--- config.mk ---
export PLATFORM = sky130hd
export DESIGN_NAME = regfile_writeback
export DESIGN_NICKNAME = d
export VERILOG_FILES = /design/src/rtl/regfile_writeback.sv
export SDC_FILE = /design/constraint.sdc
export NUM_CORES = 1
export LEC_CHECK = 0
export BUFFER_PORTS_ARGS = -buffer_cell sky130_fd_sc_hd__buf_4
export CAP_MARGIN = 20
export CORE_MARGIN = 4
export CORE_UTILIZATION = 55
export CTS_BUF_LIST = sky130_fd_sc_hd__clkbuf_2 sky130_fd_sc_hd__clkbuf_4 sky130_fd_sc_hd__clkbuf_8
export DETAILED_ROUTE_END_ITERATION = 10
export PLACE_DENSITY = 0.78
export SYNTH_ARGS = -nofsm -noshare
export SYNTH_HDL_FRONTEND = slang
export SYNTH_SLANG_ARGS = --single-unit
--- constraint.sdc ---
create_clock -name Clock -period 2.5 [get_ports Clock]
set_input_delay 0.375 -clock Clock [delete_from_list [all_inputs] [get_ports Clock]]
set_output_delay 0.375 -clock Clock [all_outputs]
set_load 0.05 [all_outputs]
--- src/rtl/regfile_writeback.sv ---
// Purpose: queue ALU/load writebacks in order and drain one per cycle to the regfile write port.
// Latency: accept at edge N, RegWrite high N+1..N+2 (no bypass through an empty queue).
// Backpressure: MemReady=!Full, AluReady=!Full&&!MemValid (load wins); WbEnable=0 pauses draining.
module regfile_writeback #(
    parameter int DEPTH  = 4,
    parameter int DATA_W = 16,
    parameter int ADDR_W = 2
) (
    input  logic                      Clock,
    input  logic                      ResetN,
    input  logic                      AluValid,
    input  logic [ADDR_W-1:0]         AluRd,
    input  logic [DATA_W-1:0]         AluData,
    output logic                      AluReady,
    input  logic                      MemValid,
    input  logic [ADDR_W-1:0]         MemRd,
    input  logic [DATA_W-1:0]         MemData,
    output logic                      MemReady,
    input  logic                      WbEnable,
    output logic [ADDR_W-1:0]         RD,
    output logic [DATA_W-1:0]         WriteData,
    output logic                      RegWrite,
    output logic [2**ADDR_W-1:0]      Pending,
    output logic [$clog2(DEPTH):0]    Count,
    output logic                      Full,
    output logic                      Empty
);

    localparam int PTR_W = $clog2(DEPTH);
    localparam int CNT_W = PTR_W + 1;
    localparam logic [CNT_W-1:0] FULL_CNT = CNT_W'(DEPTH);

    // Queue storage; vld_q marks occupied slots so Pending can scan them directly.
    logic [ADDR_W-1:0] rd_mem   [DEPTH];
    logic [DATA_W-1:0] data_mem [DEPTH];
    logic [DEPTH-1:0]  vld_q;

    logic [PTR_W-1:0]  wr_ptr;
    logic [PTR_W-1:0]  rd_ptr;
    logic [CNT_W-1:0]  count_q;

    logic              mem_acc;
    logic              alu_acc;
    logic [ADDR_W-1:0] in_rd;
    logic [DATA_W-1:0] in_data;
    logic              push;
    logic              pop;

    assign Count    = count_q;
    assign Full     = (count_q == FULL_CNT);
    assign Empty    = (count_q == '0);
    assign MemReady = !Full;
    assign AluReady = !Full && !MemValid;

    assign mem_acc  = MemValid && MemReady;
    assign alu_acc  = AluValid && AluReady;
    assign in_rd    = mem_acc ? MemRd   : AluRd;
    assign in_data  = mem_acc ? MemData : AluData;

    // Writes to register 0 are handshaken but dropped: it is hardwired to zero.
    assign push     = (mem_acc || alu_acc) && (in_rd != '0);
    // Only entries present before the edge may leave, so an empty queue never bypasses.
    assign pop      = WbEnable && !Empty;

    // Pointers, occupancy and the registered write port.
    always_ff @(posedge Clock or negedge ResetN) begin
        if (!ResetN) begin
            wr_ptr    <= '0;
            rd_ptr    <= '0;
            count_q   <= '0;
            vld_q     <= '0;
            RegWrite  <= 1'b0;
            RD        <= '0;
            WriteData <= '0;
        end else begin
            // push and pop never target the same slot: push needs !Full, pop needs !Empty,
            // and the pointers only coincide when the queue is empty or full.
            if (push) begin
                vld_q[wr_ptr] <= 1'b1;
                wr_ptr        <= wr_ptr + 1'b1;
            end
            if (pop) begin
                vld_q[rd_ptr] <= 1'b0;
                rd_ptr        <= rd_ptr + 1'b1;
                RD            <= rd_mem[rd_ptr];
                WriteData     <= data_mem[rd_ptr];
            end
            RegWrite <= pop;
            case ({push, pop})
                2'b10:   count_q <= count_q + 1'b1;
                2'b01:   count_q <= count_q - 1'b1;
                default: count_q <= count_q;
            endcase
        end
    end

    // Payload storage needs no reset; occupancy is tracked by vld_q.
    always_ff @(posedge Clock) begin
        if (push) begin
            rd_mem[wr_ptr]   <= in_rd;
            data_mem[wr_ptr] <= in_data;
        end
    end

    // Hazard flags: any queued entry or the in-flight write targeting a register.
    always_comb begin
        Pending = '0;
        for (int i = 0; i < DEPTH; i++) begin
            if (vld_q[i]) begin
                Pending[rd_mem[i]] = 1'b1;
            end
        end
        if (RegWrite) begin
            Pending[RD] = 1'b1;
        end
        Pending[0] = 1'b0;
    end

endmodule

==> results of run 1 <==
## flip-flops by register name (all words and copies together), names as in the netlist
register,flops
data_mem,64
WriteData,16
rd_mem,8
vld_q,4
Count,3
RD,2
rd_ptr,2
wr_ptr,2
RegWrite,1
## report_power, final
group / switching [mW] / internal, mW / total [mW]
combinational: 1.78 / 1.10 / 2.87
sequential: 0.323 / 2.44 / 2.77
clock: 0.561 / 0.365 / 0.926
total: 2.66 / 3.90 / 6.56
## worst register-to-register path: stages, from the launching register on
cell,delay (ns)
dfrtp_2,0.47
or3b_1,0.42
o221a_4,0.18
inv_1,0.07
ha_1,0.18
inv_1,0.06
fa_1,0.37
xor2_1,0.15
nor2_1,0.11
xor2_1,0.14
## placed cells by master, fill, tap and decap left out, types with 4 or more instances in the layout
master and instances:
edfxtp_1 72, mux4_2 18, nor2_1 8, inv_1 9
and2_1 4, o21a_1 5, mux2_2 8, clkbuf_8 9
a21oi_1 4, mux2_4 11, buf_4 75, o22ai_1 4
dfrtp_1 27, nand2_1 65, ha_1 9
## layout make-up
class	count	share of cell area, %
Clock buffer	9	2.39
Inverter	10	0.723
Sequential cell	102	56.2
Multi-Input combinational cell	159	26.3
Clock inverter	6	0.916
Tap cell	102	2.46
Timing Repair Buffer	76	11.0
## cell families (layout without fill, tap and decap cells)
group           after synthesis  in the layout  share of synthesized area, %
buf+inv                      21            101                          2.73
fa+ha+maj                    10             10                          3.02
flops                       102            102                          66.2
other cells                   1              1                        0.0853
compound gates               17             17                          3.07
simple gates                 88             88                          8.62
mux                          38             38                          15.2
xor+xnor                      5              5                         0.996
## what timing repair did
item | 4_1_cts | 5_1_grt
setup endpoints to repair | 0 | 0
hold buffers | 1 | 0
hold endpoints to repair | 30 | 0
gates resized for setup | 0 | 0
## final timing paths
kind                                from         endpoint  slack [ns]  cells after the start
setup / recovery                Count[0]         Count[2]        0.28                      9
hold / removal               AluData[10]  data_mem[3][10]        0.34                      2
setup reg to reg                Count[0]         Count[2]        0.28                      9
hold reg to reg            WriteData[15]    WriteData[15]        0.49                      2
max in group asynchronous         ResetN         Count[1]        1.69                      2
min in group asynchronous         ResetN     WriteData[1]        0.49                      2
## routing by layer
metal  GRT usage [%]  part of all wire, %  up-vias
li1                -                    -     1170
met2            31.5                   52       74
met4            6.50                  1.7        0
met3            3.59                  5.1       11
met5               0                    0        -
met1            24.4                   42     1233
## per-stage QoR
step / cell area, µm² / setup WS (ns) / power, mW / utilization (%)
floorplan: 4400 / 0.0317 / 4.87 / -
global placement: 5010 / 0.319 / 5.63 / 64.5
detailed placement: 5010 / 0.285 / 5.71 / 64.5
CTS: 5190 / 0.257 / 6.63 / 66.8
global route: 5190 / 0.131 / 6.96 / 66.8
finish: 5190 / 0.277 / 6.56 / 66.8
==> results by group, run 1 <==
Clock network
  – Clk_lat worst skew: 0.36 ns
  – Clock Pin Slew Worst Setup and Hold Paths: 0.10 ns
  – TritonCTS Buffers: 9
  – Htree depth: 3
  – CTS tree: yes
  – Postcts setup bufs: 0
  – Longest Clk Path Bufs: 2
  – Root buf cell: clkbuf_8
  – Clk sinks: 102

Placed design
  – Port Buffers: 69
  – HPWL Detailed: 5650 µm
  – Placer congestion estimate: 0.928
  – Placed cells: 448

Timing
  – RSZ-0062 raised after global routing: false
  – Max Slew Vio Count: 0
  – Worst slew pin tran: 0.979 ns
  – Fin crit share: 88.9%
  – Hold slack final: 0.340 ns
  – Final hold vios: 0
  – Fmax: 450 MHz
  – Total negative slack: 0 ns
  – Final Setup Violations: 0
  – Min cycle time layout: 2.22 ns
  – Relative slew slack: 34.8%
  – Worst Skew: 0.0117 ns

Layout
  – Fin cells: 464
  – Area taken by multi-input logic gates: 1370 µm²
  – Layout cells sized above 1: 36.7%
  – N_diodes: 0
  – P&R area growth vs syn: 18.0%
  – Layout fillers: 589
  – Final nets: 409
  – Seq. cell area: 2920 µm²

Run
  – Max cap viols: 0

Setup path
  – CP top delay family: adder cells
  – Crit path largest cell delay: 0.47 ns
  – Sequence of cells on the critical path: or3b_1 -> o221a_4 -> inv_1 -> ha_1 -> inv_1 -> fa_1 -> xor2_1 -> nor2_1 -> xor2_1
  – Crit end category: flip-flop
  – CP max-delay cell: dfrtp_2
  – Worst Path Max Fanout: 11
  – Req. time, crit path: 2.79 ns
  – Crit path DAT: 2.51 ns
  – CP Launch Type: flip-flop
  – WS Path Type: flip-flop to flip-flop
  – WP buf/inv: 2

Synth
  – Post-synth top area share: 49.2%
  – Ys flop type: edfxtp_1
  – Register bit total from synthesis: 102
  – Post-synth top area cell: edfxtp_1
  – Top post-synthesis cells by area: edfxtp_1 (49%), dfrtp_1 (17%), mux4_2 (9.2%), nand2_1 (5.5%), mux2_4 (3.8%)
  – Async SR Flop Fraction: 29.4%
  – Sequential cell area fraction in the yosys report: 66.2%
  – Post-synthesis area per instance: 15.6 µm²
  – Post-Syn Area: 4400 µm²
  – Distinct cell type count after synthesis: 37
  – Most common cell in the netlist: edfxtp_1
  – Synth Warn #: 0
  – Post-synth EDFFs: 72
  – Synthesized instance count: 282
  – Commonest cells post-synth: edfxtp_1 (72), nand2_1 (65), dfrtp_1 (30)
  – Syn_nets: 333

GRT
  – First-pass GRT wire length: 13800 µm
  – Via count of the first global-routing pass: 2663
  – GRT Total Usage: 18.7%
  – Maximum number of pins on one net before global-route repair: 31
  – Total gr overflow: 0
  – Initial antenna violation count: 0

Run status
  – Status: finished clean

Floorplan
  – Initial core utilization: 56.6%
  – Die H: 97.4 µm
  – # rows: 32
  – Std-Cell Core Area: 7770 µm²
  – Num ports: 71
  – Die area: 9490 µm²
  – Die X: 97.4 µm

Route
  – WL/cell: 17.9 µm
  – Vias per cell: 5.36
  – Total number of vias: 2488
  – Drt pass-1 iters: 5
  – Total Routed Length: 8300 µm
  – Residual DRC count: 0
  – Initial detailed-routing violation count: 93
  – DRT antenna net count: 0

Worst hold path
  – Worst Hold Class: input port to flip-flop

Pwr
  – VDD IR max: 0.537 mV
  – Power per cell area: 1260 nW/µm²
  – Leakage: 2.13 nW
Power figures use the tool's default switching activity.
==> run 2, diff against run 1 <==
Settings changed: CELL_PAD_IN_SITES_DETAIL_PLACEMENT from default to 2, CELL_PAD_IN_SITES_GLOBAL_PLACEMENT from default to 2, CORE_UTILIZATION 55 to 41, PLACE_DENSITY 0.78 to default, PLACE_DENSITY_LB_ADDON from default to 0.1.
==> run 2 against run 1 <==
Against the previous run:
- final cell count rose by 7.5%
- worst setup slack got worse by 0.15 ns
- utilization fell by 16 points
- die area rose by 31%
- cell area rose by 1.6%
- largest cell class unchanged
==> results by group, run 2 (synthesis results as in run 1) <==
Clock network
  – Clk sinks: 102
  – Longest Clk Path Bufs: 2
  – Htree depth: 3
  – Clock Pin Slew Worst Setup and Hold Paths: 0.11 ns
  – Postcts setup bufs: 0
  – Clk_lat worst skew: 0.37 ns
  – Root buf cell: clkbuf_8
  – TritonCTS Buffers: 9
  – Resized Gates After CTS: 0
  – CTS tree: yes

Layout
  – Layout fillers: 1005
  – Final core occ: 50.9%
  – Leading cell type in the layout, fill and taps excluded: buf_4
  – Fin cells: 499
  – Layout cells sized above 1: 37.2%
  – Largest registers: data_mem (64), WriteData (16), rd_mem (8)
  – Max reg flops: 64
  – N_diodes: 0
  – Most flops, register: data_mem
  – Area taken by multi-input logic gates: 1370 µm²
  – Commonest cells after routing, fill and taps aside: buf_4 (75), edfxtp_1 (72), nand2_1 (65)
  – Seq. cell area: 2920 µm²
  – P&R area growth vs syn: 19.9%
  – Final nets: 409

Pwr
  – Power per cell area: 1290 nW/µm²
  – Clk pwr share: 16.0%
  – Sequential power share: 40.8%
  – Int Pwr: 4.03 mW
  – Leakage: 2.16 nW
  – Combinational share of power: 43.2%
  – VDD IR max: 0.643 mV
  – P_sw: 2.79 mW
  – Sw Share: 40.9%
  – Power Total: 6.82 mW

Route
  – DRT antenna net count: 0
  – Total Routed Length: 10000 µm
  – Initial detailed-routing violation count: 87
  – Total number of vias: 2548
  – Residual DRC count: 0
  – Drt pass-1 iters: 4
  – WL/cell: 20.1 µm
  – Vias per cell: 5.11

Setup path
  – Req. time, crit path: 2.79 ns
  – WS Path Type: flip-flop to flip-flop
  – Worst Path Max Fanout: 11
  – Crit end category: flip-flop
  – CP Launch Type: flip-flop
  – Crit path largest cell delay: 0.46 ns
  – Crit path DAT: 2.66 ns
  – CP max-delay cell: dfrtp_2
  – Sequence of cells on the critical path: or3b_1 -> o221a_4 -> inv_1 -> ha_1 -> inv_1 -> fa_1 -> xor2_1 -> nor2_1 -> xor2_1

Floorplan
  – Initial core utilization: 42.4%
  – Die H: 112 µm
  – Die X: 112 µm
  – Num ports: 71
  – Std-Cell Core Area: 10400 µm²
  – Die area: 12400 µm²
  – # rows: 37

Run
  – Max cap viols: 0

GRT
  – GRT Total Usage: 17.2%
  – Initial antenna violation count: 0
  – Total gr overflow: 0
  – GRT Max-Usage Layer: met2
  – Met1 Resource Use GR: 22.1%
  – Met3 usage: 3.21%
  – Via count of the first global-routing pass: 2964
  – Global Route met2 Usage: 29.6%
  – Maximum number of pins on one net before global-route repair: 31
  – First-pass GRT wire length: 16400 µm

Timing
  – Final Setup Violations: 0
  – Max Slew Vio Count: 0
  – RSZ-0062 raised after global routing: false
  – Final hold vios: 0
  – Fin crit share: 94.8%
  – Fmax: 422 MHz
  – Worst slew pin tran: 1.05 ns
  – Min cycle time layout: 2.37 ns
  – Relative slew slack: 30.1%
  – Total negative slack: 0 ns
  – Worst Skew: 0.0128 ns

Worst hold path
  – Worst Hold Class: input port to flip-flop

Placed design
  – HPWL Detailed: 6950 µm
  – Placed cells: 482
  – Placer congestion estimate: 0.713
  – Port Buffers: 69

Run status
  – Status: finished clean
==> run 2: cell types whose count changed in the layout (fill, tap and decap cells not counted) <==
cell	before	now
inv_6	1	2
clkinv_1	1	0
clkinvlp_4	2	0
inv_8	1	2
bufinv_16	0	1
clkinv_4	1	2
==> run 2: path summary, 6_finish.rpt <==
kind | startpoint | endpoint | slack, ns | cells after the start
max | Count[1] | Count[2] | 0.13 | 9
min | MemData[7] | data_mem[2][7] | 0.34 | 2
max reg2reg | Count[1] | Count[2] | 0.13 | 9
min reg2reg | WriteData[13] | WriteData[13] | 0.49 | 2
max in group asynchronous | ResetN | Count[2] | 1.67 | 2
min in group asynchronous | ResetN | RegWrite | 0.50 | 2
==> run 2: power by group through the flow <==
stage,combinational (mW),clock [mW],sequential [mW]
floorplan,1.57,0,3.30
global placement,2.90,0,2.78
detailed placement,3.01,0,2.83
CTS,3.02,1.14,2.79
global route,3.20,1.22,2.85
finish,2.95,1.09,2.78
==> run 2: critical path: cells and delay by family, from the launching register on <==
family,cells,cell delay [ns]
buf+inv,2,0.15
compound gates,1,0.18
xor+xnor,2,0.33
fa+ha+maj,2,0.61
flops,1,0.46
simple gates,2,0.56
==> run 2: cell type report <==
type | count | share of cell area, %
Sequential cell | 102 | 55.3
Multi-Input combinational cell | 159 | 25.9
Timing Repair Buffer | 76 | 10.9
Tap cell | 136 | 3.23
Clock buffer | 9 | 2.35
Clock inverter | 7 | 1.66
Inverter | 10 | 0.712
==> run 2: timing repair <==
action / 4_1_cts / 5_1_grt
hold buffers: 1 / 0
hold endpoints to repair: 30 / 0
setup endpoints to repair: 0 / 0
==> run 2: per-stage QoR <==
step | cell area (µm²) | hold slack [ns] | setup slack, ns
finish | 5270 | 0.337 | 0.131
global route | 5270 | 0.316 | 0.0136
CTS | 5270 | 0.309 | 0.116
detailed placement | 5050 | 0.358 | 0.146
global placement | 5050 | 0.352 | 0.280
floorplan | 4400 | 0.0794 | 0.0317
==> run 2: routing by layer <==
metal | up-vias | share of wire (%)
met5 | - | 0
met4 | 0 | 1.4
met3 | 8 | 3.2
met2 | 54 | 52
met1 | 1312 | 44
li1 | 1174 | -
